<file path="src/rtl/heepatia_fpga_pkg.sv">
// Purpose: shared types and default constants for the heepatia FPGA boot/reset logic.
// Latency: n/a (types and constants only).
// Backpressure: n/a.
package heepatia_fpga_pkg;

  // Boot sequencer states; the encodings are visible on the debug port.
  typedef enum logic [1:0] {
    WAIT_LOCK = 2'd0,
    HOLD      = 2'd1,
    RUN       = 2'd2,
    DONE      = 2'd3
  } boot_seq_state_e;

  localparam int DEF_DEBOUNCE_CYCLES  = 1_000_000;
  localparam int DEF_LOCK_WAIT_CYCLES = 1024;
  localparam int DEF_RST_HOLD_CYCLES  = 256;
  localparam int DEF_BLINK_LENGTH     = 27;

endpackage

</file>
<file path="src/rtl/fpga_debouncer.sv">
// Purpose: 2-flop synchronizer + level debouncer for one board button, emitting a press pulse.
// Latency: press_o asserts 2 + CYCLES cycles after the raw edge, combinationally with the stable-level update.
// Backpressure: none; the pulse lasts one cycle and is not held.
//
// Ports:
//   clk_i, rst_i : single clock, synchronous active-high reset
//   in_i         : raw asynchronous button level (active-high)
//   press_o      : one-cycle pulse on a 0->1 transition of the debounced level
module fpga_debouncer
  import heepatia_fpga_pkg::*;
#(
  parameter int CYCLES = DEF_DEBOUNCE_CYCLES
) (
  input  logic clk_i,
  input  logic rst_i,
  input  logic in_i,
  output logic press_o
);

  localparam int CW = (CYCLES > 1) ? $clog2(CYCLES) : 1;

  logic [1:0]    sync_q;
  logic          stable_q;
  logic [CW-1:0] cnt_q;
  logic          differ;
  logic          expire;

  assign differ = sync_q[1] ^ stable_q;
  // The counter has already seen CYCLES-1 differing cycles; this one completes the window.
  assign expire = differ && (cnt_q == CW'(CYCLES - 1));
  // Raised in the same cycle the stable level flips, so the consumer registers the
  // press on the same edge that the debouncer accepts the new level.
  assign press_o = expire && sync_q[1];

  always_ff @(posedge clk_i) begin
    if (rst_i) begin
      sync_q   <= 2'b00;
      stable_q <= 1'b0;
      cnt_q    <= '0;
    end else begin
      sync_q <= {sync_q[0], in_i};
      if (!differ) begin
        cnt_q <= '0;
      end else if (expire) begin
        stable_q <= sync_q[1];
        cnt_q    <= '0;
      end else begin
        cnt_q <= cnt_q + CW'(1);
      end
    end
  end

endmodule

</file>
<file path="src/rtl/fpga_boot_sequencer.sv">
// Purpose: FPGA top-level boot sequencer: lock wait, SoC reset hold, strap latch, exit/LED decode.
// Latency: core_rst_no rises LOCK_WAIT_CYCLES + RST_HOLD_CYCLES edges after lock; exit results one edge after exit_valid_i.
// Backpressure: none; exit_valid_i is a level and is only consumed once per boot.
//
// Ports:
//   clk_i, rst_i                     : single clock, synchronous active-high reset
//   btn_rst_i                        : raw board reset button (async, active-high)
//   clk_locked_i                     : clock wizard lock
//   boot_select_sw_i, exec_flash_sw_i: raw strap switches (async)
//   exit_valid_i, exit_value_i       : SoC exit handshake
//   core_rst_no                      : registered active-low SoC reset
//   boot_select_o, execute_from_flash_o : straps latched on reset release
//   heartbeat_led_o, pass_led_o, fail_led_o, exit_value_o : status
//   state_o                          : FSM state for debug
module fpga_boot_sequencer
  import heepatia_fpga_pkg::*;
#(
  parameter int DEBOUNCE_CYCLES  = DEF_DEBOUNCE_CYCLES,
  parameter int LOCK_WAIT_CYCLES = DEF_LOCK_WAIT_CYCLES,
  parameter int RST_HOLD_CYCLES  = DEF_RST_HOLD_CYCLES,
  parameter int BLINK_LENGTH     = DEF_BLINK_LENGTH
) (
  input  logic        clk_i,
  input  logic        rst_i,
  input  logic        btn_rst_i,
  input  logic        clk_locked_i,
  input  logic        boot_select_sw_i,
  input  logic        exec_flash_sw_i,
  input  logic        exit_valid_i,
  input  logic [31:0] exit_value_i,
  output logic        core_rst_no,
  output logic        boot_select_o,
  output logic        execute_from_flash_o,
  output logic        heartbeat_led_o,
  output logic        pass_led_o,
  output logic        fail_led_o,
  output logic [31:0] exit_value_o,
  output logic [1:0]  state_o
);

  localparam int LCW = (LOCK_WAIT_CYCLES > 1) ? $clog2(LOCK_WAIT_CYCLES) : 1;
  localparam int HCW = (RST_HOLD_CYCLES > 1) ? $clog2(RST_HOLD_CYCLES) : 1;

  boot_seq_state_e   state_q, state_d;
  logic [LCW-1:0]    lock_cnt_q, lock_cnt_d;
  logic [HCW-1:0]    hold_cnt_q, hold_cnt_d;
  logic              core_rst_n_q, core_rst_n_d;
  logic              boot_sel_q, boot_sel_d;
  logic              exec_flash_q, exec_flash_d;
  logic [31:0]       exit_val_q, exit_val_d;
  logic [BLINK_LENGTH-1:0] blink_q;
  logic [1:0]        boot_sync_q;
  logic [1:0]        flash_sync_q;
  logic              press;

  fpga_debouncer #(
    .CYCLES (DEBOUNCE_CYCLES)
  ) u_btn_debounce (
    .clk_i   (clk_i),
    .rst_i   (rst_i),
    .in_i    (btn_rst_i),
    .press_o (press)
  );

  // Next-state / next-value logic. Priority: lock loss > press > exit capture > counters.
  always_comb begin
    state_d      = state_q;
    lock_cnt_d   = lock_cnt_q;
    hold_cnt_d   = hold_cnt_q;
    core_rst_n_d = core_rst_n_q;
    boot_sel_d   = boot_sel_q;
    exec_flash_d = exec_flash_q;
    exit_val_d   = exit_val_q;

    if (!clk_locked_i) begin
      state_d      = WAIT_LOCK;
      lock_cnt_d   = '0;
      hold_cnt_d   = '0;
      core_rst_n_d = 1'b0;
      exit_val_d   = '0;
    end else if (press && (state_q != WAIT_LOCK)) begin
      // Straps are deliberately left alone; they re-latch on the next HOLD->RUN edge.
      state_d      = HOLD;
      hold_cnt_d   = '0;
      core_rst_n_d = 1'b0;
      exit_val_d   = '0;
    end else begin
      unique case (state_q)
        WAIT_LOCK: begin
          if (lock_cnt_q == LCW'(LOCK_WAIT_CYCLES - 1)) begin
            state_d    = HOLD;
            lock_cnt_d = '0;
            hold_cnt_d = '0;
          end else begin
            lock_cnt_d = lock_cnt_q + LCW'(1);
          end
        end
        HOLD: begin
          if (hold_cnt_q == HCW'(RST_HOLD_CYCLES - 1)) begin
            // Straps and reset release land on the same edge so the SoC never
            // sees them change while it is out of reset.
            state_d      = RUN;
            hold_cnt_d   = '0;
            core_rst_n_d = 1'b1;
            boot_sel_d   = boot_sync_q[1];
            exec_flash_d = flash_sync_q[1];
          end else begin
            hold_cnt_d = hold_cnt_q + HCW'(1);
          end
        end
        RUN: begin
          if (exit_valid_i) begin
            state_d    = DONE;
            exit_val_d = exit_value_i;
          end
        end
        DONE: begin
          state_d = DONE;
        end
        default: begin
          state_d = WAIT_LOCK;
        end
      endcase
    end
  end

  always_ff @(posedge clk_i) begin
    if (rst_i) begin
      state_q      <= WAIT_LOCK;
      lock_cnt_q   <= '0;
      hold_cnt_q   <= '0;
      core_rst_n_q <= 1'b0;
      boot_sel_q   <= 1'b0;
      exec_flash_q <= 1'b0;
      exit_val_q   <= '0;
      blink_q      <= '0;
      boot_sync_q  <= 2'b00;
      flash_sync_q <= 2'b00;
    end else begin
      state_q      <= state_d;
      lock_cnt_q   <= lock_cnt_d;
      hold_cnt_q   <= hold_cnt_d;
      core_rst_n_q <= core_rst_n_d;
      boot_sel_q   <= boot_sel_d;
      exec_flash_q <= exec_flash_d;
      exit_val_q   <= exit_val_d;
      blink_q      <= blink_q + BLINK_LENGTH'(1);
      boot_sync_q  <= {boot_sync_q[0], boot_select_sw_i};
      flash_sync_q <= {flash_sync_q[0], exec_flash_sw_i};
    end
  end

  assign core_rst_no          = core_rst_n_q;
  assign boot_select_o        = boot_sel_q;
  assign execute_from_flash_o = exec_flash_q;
  assign exit_value_o         = exit_val_q;
  assign state_o              = state_q;
  assign heartbeat_led_o      = (state_q == RUN) && blink_q[BLINK_LENGTH-1];
  assign pass_led_o           = (state_q == DONE) && (exit_val_q == 32'd0);
  assign fail_led_o           = (state_q == DONE) && (exit_val_q != 32'd0);

endmodule
</file>
<file path="config.mk">
export PLATFORM = sky130hd
export DESIGN_NAME = fpga_boot_sequencer
export DESIGN_NICKNAME = d
export VERILOG_FILES = /design/src/rtl/heepatia_fpga_pkg.sv /design/src/rtl/fpga_debouncer.sv /design/src/rtl/fpga_boot_sequencer.sv
export SDC_FILE = /design/constraint.sdc
export NUM_CORES = 1
export LEC_CHECK = 0
export ABC_AREA = 0
export BUFFER_PORTS_ARGS = -buffer_cell sky130_fd_sc_hd__clkbuf_2
export CAP_MARGIN = 20
export CORE_MARGIN = 5
export CORE_UTILIZATION = 34
export CTS_CLUSTER_DIAMETER = 200
export DETAILED_ROUTE_END_ITERATION = 8
export PLACE_DENSITY = 0.58
export SLEW_MARGIN = 0
export SYNTH_ARGS = -nofsm -noshare
export SYNTH_HDL_FRONTEND = slang
export SYNTH_SLANG_ARGS = --single-unit
</file>
<file path="constraint.sdc">
create_clock -name clk_i -period 2 [get_ports clk_i]
set_input_delay 0.1 -clock clk_i [delete_from_list [all_inputs] [get_ports clk_i]]
set_output_delay 0.1 -clock clk_i [all_outputs]
set_load 0.005 [all_outputs]
</file>
Word level (Yosys, flattened, before mapping)
Cells that the tools add are included.
{ "totals": {"register_bits": 109, "latch_bits": 0, "ram_bits": 0, "romBits": 0, "in_bits": 39, "out_inout_bits": 40, "elab_cells": 65, "mem_count": 0} }
{ "classes": {"addsub": 4, "multipliers": 0, "div": 0, "order_cmp": 0, "n_eq_ne": 12, "shifts": 0, "muxes": 9, "bitwise_logic": 4, "reduce_logical": 22} }
{ "op_table": {"columns": ["cell", "count"], "rows": [
  ["32-bit zero test", 1],
  ["32-bit nonzero test", 1],
  ["27-bit by 1-bit adder with 27-bit output (second input constant)", 1],
  ["20-bit by 1-bit adder with 20-bit output (second input constant)", 1],
  ["20-bit equality test (second input constant)", 1],
  ["8-bit 2-to-1 mux", 2],
  ["8-bit case mux with 2 select lines", 1],
  ["10-bit by 1-bit adder with 10-bit output (second input constant)", 1],
  ["10-bit equality test (second input constant)", 1],
  ["10-bit 2-to-1 mux", 1],
  ["2-bit AND reduction", 5],
  ["3-bit inequality test (second input constant)", 3],
  ["8-bit by 1-bit adder with 8-bit output (second input constant)", 1],
  ["8-bit equality test (second input constant)", 1],
  ["2-bit case mux with 4 select lines", 1],
  ["1-bit logical AND", 6],
  ["2-bit 2-to-1 mux", 3],
  ["2-bit inequality test (second input constant)", 3],
  ["3-bit AND reduction", 2],
  ["3-bit OR reduction", 2],
  ["2-bit equality test (second input constant)", 2],
  ["4-bit AND reduction", 1],
  ["2-bit nonzero test", 2],
  ["1-bit NOT", 3],
  ["other kinds (5)", 5]
]} }

Longest topological paths before layout
{ "depth": {"depth_word": 6, "mapped_depth": 7, "depth_no_buf": 5} }

Cells and area by module
From an unflattened synthesis, not the netlist that was laid out.
{ "unflattened": {"hier_cells": 543, "hier_area_um2": 4605.7} }
{ "by_module_without_submodules": {"columns": ["mod", "instances", "cells_per_inst", "area_each_um2", "seq_area_each_um2"], "rows": [
  ["fpga_boot_sequencer", 1, 421, 3563.4, 1721.7],
  ["fpga_debouncer", 1, 122, 1042.2, 460.4]
]} }

Worst setup path before layout
Ideal clock, no wire load.
{ "synth_path": {"path_kind": "register -> register", "from": "register u_btn_debounce.cnt_q[0]", "to": "register exit_val_q[16] (netlist: exit_value_o[16])", "setup_ns": 0.132, "t_arrival_ns": 1.681, "t_required_ns": 1.868, "slack_ns": 0.187, "path_stages_with_launch": 8, "path_buffers": 2, "period_less_slack_ns": 1.813, "path_cell_list": "dfxtp_1 > ha_1 > and4_1 > and3_1 > a31o_2 > buf_2 > buf_1 > a21oi_1"} }
{ "synth_via": {"elab_chain_len": 5} }
{ "synth_rtl": {"columns": ["element", "line_no", "source"], "rows": [
  ["start: declaration", "fpga_debouncer.sv:24", "logic [CW-1:0] cnt_q;"],
  ["start signal: assignment", "fpga_debouncer.sv:48", "cnt_q <= cnt_q + CW'(1);"],
  ["20-bit equality test", "fpga_debouncer.sv:30", "assign expire = differ && (cnt_q == CW'(CYCLES - 1));"],
  ["1-bit logical AND", "fpga_debouncer.sv:30", null],
  ["1-bit logical AND", "fpga_debouncer.sv:33", "assign press_o = expire && sync_q[1];"],
  ["1-bit logical AND", "fpga_boot_sequencer.sv:81", "end else if (press && (state_q != WAIT_LOCK)) begin"],
  ["3-bit OR reduction (no line)", null, null],
  ["end signal: assignment", "fpga_boot_sequencer.sv:146", "exit_val_q <= exit_val_d;"],
  ["end: declaration", "fpga_boot_sequencer.sv:50", "logic [31:0] exit_val_q, exit_val_d;"]
]} }
No other way between the ends.
A chain may end at the register's enable or synchronous reset.

Worst setup path after layout
{ "layout_path": {"from": "register u_btn_debounce.cnt_q[6]", "to": "register u_btn_debounce.cnt_q[19]"} }
{ "layout_via": {"elab_chain_len": 3, "elab_cells_between_ends": 4, "cone_classes": "add/sub (1); eq/ne (1); reduce/logical (2)"} }
{ "layout_rtl": {"columns": ["element"], "rows": [
  ["branches (longest 3 deep; another with 20-bit by 1-bit adder with 20-bit output)"]
]} }
Parallel ways; which one is timed is not known.

==> flow_summary_export.csv <==
group,metric,value,unit
run_status,status,"complete, no violations",
synthesis,ys_seq_area_frac,0.4743,
critical_path,startpoint,"u_btn_debounce.cnt_q[6]$_SDFF_PP0_",
critical_path,slowest_delay,610,ps
critical_path,worstReg2RegEnd,"u_btn_debounce.cnt_q[19]$_SDFF_PP0_",
synthesis,ys_warn_count,0,
global_route,grt_pass1_wl,18790,µm
synthesis,ys.flop_type,"dfxtp_1",
timing,clock_skew,9.031,ps
detailed_routing,via_per_inst,5.031,
critical_path,r2r-start,"u_btn_debounce.cnt_q[6]$_SDFF_PP0_",
critical_path,worstRegToRegCells,4,
synthesis,synth.distinct_cells,43,
critical_path,critPathMaxFanout,7,
critical_path,reg2reg_slack,120,ps
clocking,cts.reportedPaths.clkPinSlew,70,ps
critical_path,cp-start-kind,"register",
power,total_power,4.222,mW
detailed_routing,wl,11240,µm
power,ir_drop,375.0,µV
synthesis,postSynthCellCount,544,
synthesis,synth_top_area_frac,0.4743,
power,leakage,2.119,nW
timing,hold_violations,0,
hold_path,hold_start,"boot_select_sw_i",
critical_path,crit_required,2280,ps
timing,max_freq,533.2,MHz
synthesis,syn_area_per_cell,8.457,µm²
synthesis,netlist_top_cells_area,"dfxtp_1 (47%), nand2_1 (7.1%), a21oi_1 (6.2%), nor2_1 (4.1%), xor2_1 (3.6%)",
synthesis,async_reset_ff_frac,0,
job,max-cap-violations,0,
critical_path,cp_top_family,"simple AND/OR/NAND/NOR gates",
floorplanning,die_y,126.3,µm
clocking,clockRootBuffer,"clkbuf_16",
clocking,clk_latency,340,ps
synthesis,synthTopCellsByCount,"dfxtp_1 (109), nand2_1 (87), a21oi_1 (57)",
floorplanning,io_pins,79,
floorplanning,start_util,0.3474,
critical_path,crit_path_end_kind,"register",
detailed_routing,drt_iter0_markers,302,
synthesis,synth_seq_cells,109,
global_route,grt_pass1_vias,4074,
clocking,ctsLongestPathBuffers,2,
hold_path,hold_path_depth,2,
final_layout,fin_util,0.4491,
timing,worst_slew_pin_slew,703.6,ps
detailed_routing,wl_per_cell,13.37,µm
detailed_routing,drtPass1Iterations,5,
global_route,antenna_found_initial,0,
critical_path,worstPathCellList,"nand4_4 > or4_1 > or4_1 > a21oi_1",
detailed_routing,ant_nets,0,
synthesis,synth_most_common_cell,"dfxtp_1",
floorplanning,rows,42,
final_layout,drive_gt1_frac,0.1795,
global_route,grt.overflow.total,0,
final_layout,fillers,1331,
critical_path,critPathSlowestCell,"or4_1",
critical_path,path_buf_inv,0,
placed_design,place_congestion,0.8039,
floorplanning,dieArea,15960,µm²
final_layout,areaGrowthSynthToFinish,29.26,%
hold_path,min_path_type,"in -> reg",
clocking,cts_setup_buffers,0,
critical_path,path_class,"reg -> reg",
clocking,htreeDepth,3,
timing,rsz0062_at_grt,"false",
clocking,tritoncts,"built",
synthesis,syn-num-nets,587,
critical_path,arrival,2150,ps
detailed_routing,drc_errors,0,
floorplanning,fp.coreArea,13240,µm²
placed_design,port_buffers,78,
floorplanning,die_w,126.3,µm
timing,slew_viol_final,0,
clocking,cts_num_sinks,109,
power,power.density,710.0,nW/µm²
global_route,grt_max_degree,40,
timing,period_needed,1875,ps
synthesis,yosysTopAreaCell,"dfxtp_1",
timing,fin_crit_sh,0.9377,
global_route,track_usage,0.1415,
synthesis,synth_edf_count,0,
timing,fin_tns_setup,0,ps
detailed_routing,via_count,4231,
clocking,cts_buffers,9,
timing,slew_headroom,0.5245,
synthesis,syn_area,4601,µm²
hold_path,holdPathEnd,"boot_sync_q[0]$_SDFF_PP0_",
final_layout,nets,702,
placed_design,dp_hpwl,7914,µm
critical_path,crit_top_cell,"or4_1",
timing,finalSetupViolations,0,
## through the flow
step                      hold slack [ps]  instances  instance area, µm²  setup WS [ps]
final                               17.05        841                5947          124.6
after global routing                4.498        839                5942          7.642
after CTS                           3.286        839                5937          128.9
after detailed placement            315.2        790                5283          158.5
after global placement              306.8        790                5283          181.6
after floorplan                     228.2        544                4601          186.6
## state kept, by name (all words and copies together) (netlist names)
| signal | cells |
|---|---|
| core_rst_no | 1 |
| flash_sync_q | 2 |
| blink_q | 27 |
| u_btn_debounce.sync_q | 2 |
| u_btn_debounce.cnt_q | 20 |
| lock_cnt_q | 10 |
| exit_value_o | 32 |
| boot_select_o | 1 |
| u_btn_debounce.stable_q | 1 |
| boot_sync_q | 2 |
| execute_from_flash_o | 1 |
| hold_cnt_q | 8 |
| state_o | 2 |
## how the worst max path moves through the flow
stage,endpoint,slack [ps],depth (start not counted)
finish,u_btn_debounce.cnt_q[19]$_SDFF_PP0_,120,4
global route,u_btn_debounce.cnt_q[19]$_SDFF_PP0_,8,4
CTS,u_btn_debounce.cnt_q[19]$_SDFF_PP0_,130,4
detailed placement,u_btn_debounce.cnt_q[19]$_SDFF_PP0_,160,4
global placement,u_btn_debounce.cnt_q[19]$_SDFF_PP0_,180,4
floorplan,exit_value_o[16]$_SDFFE_PP0P_,190,7
## kinds of logic after synthesis
| family | share of synthesized area |
|---|---|
| flops | 0.4743 |
| mux | 0.008703 |
| xor+xnor | 0.06853 |
| simple gates | 0.2913 |
| buf+inv | 0.02910 |
| fa+ha+maj | 0.01088 |
| compound gates | 0.1172 |
## cell type report
type | count | area (µm²) | share of cell area
Antenna cell | 2 | 5.005 | 0.0008416
Clock inverter | 5 | 75.07 | 0.01262
Sequential cell | 109 | 2182 | 0.3669
Clock buffer | 10 | 239.0 | 0.04019
Inverter | 10 | 37.54 | 0.006312
Timing Repair Buffer | 129 | 895.9 | 0.1506
Multi-Input combinational cell | 400 | 2292 | 0.3854
Tap cell | 176 | 220.2 | 0.03703
## what timing repair did
action / CTS / global route
hold endpoints to repair: 34 / 0
hold buffers: 34 / 0
endpoints found under the setup margin: 0 / 2
resized for setup: 0 / 1
## where the power goes
part	switching (mW)	internal (mW)
combinational	0.0685	0.0938
clock	0.751	1.12
sequential	0.00903	2.18
total	0.828	3.39
## cell usage in the layout (no fill, tap or decap), types with 3 or more instances in the layout
cell	instances
a31oi_1	3
ha_1	4
nand2b_1	9
nor3_1	7
a22oi_1	3
and2_1	3
inv_1	10
o21ai_0	13
mux2i_1	4
dfxtp_1	109
nor2_1	49
a21oi_1	57
nor2b_1	8
xnor2_1	17
nand4_1	18
nand3_1	20
buf_4	14
clkbuf_2	78
nand2_1	87
clkinv_2	3
or3_1	9
dlygate4sd3_1	34
xor2_1	19
o31ai_1	8
a211oi_1	3
nor4_1	13
or4_1	9
buf_12	3
nor4b_1	3
clkbuf_16	9
and4_1	7
and3_1	7
or2_2	3
## per-layer routing
| metal | routed length, µm | share of wire | track usage |
|---|---|---|---|
| met1 | 4782 | 0.43 | 0.1687 |
| met2 | 5691 | 0.51 | 0.2391 |
| met3 | 376 | 0.033 | 0.02606 |
| met4 | 389 | 0.035 | 0.08139 |
| met5 | 0 | 0 | 0 |
No activity file was read; power rests on OpenSTA's default activity.
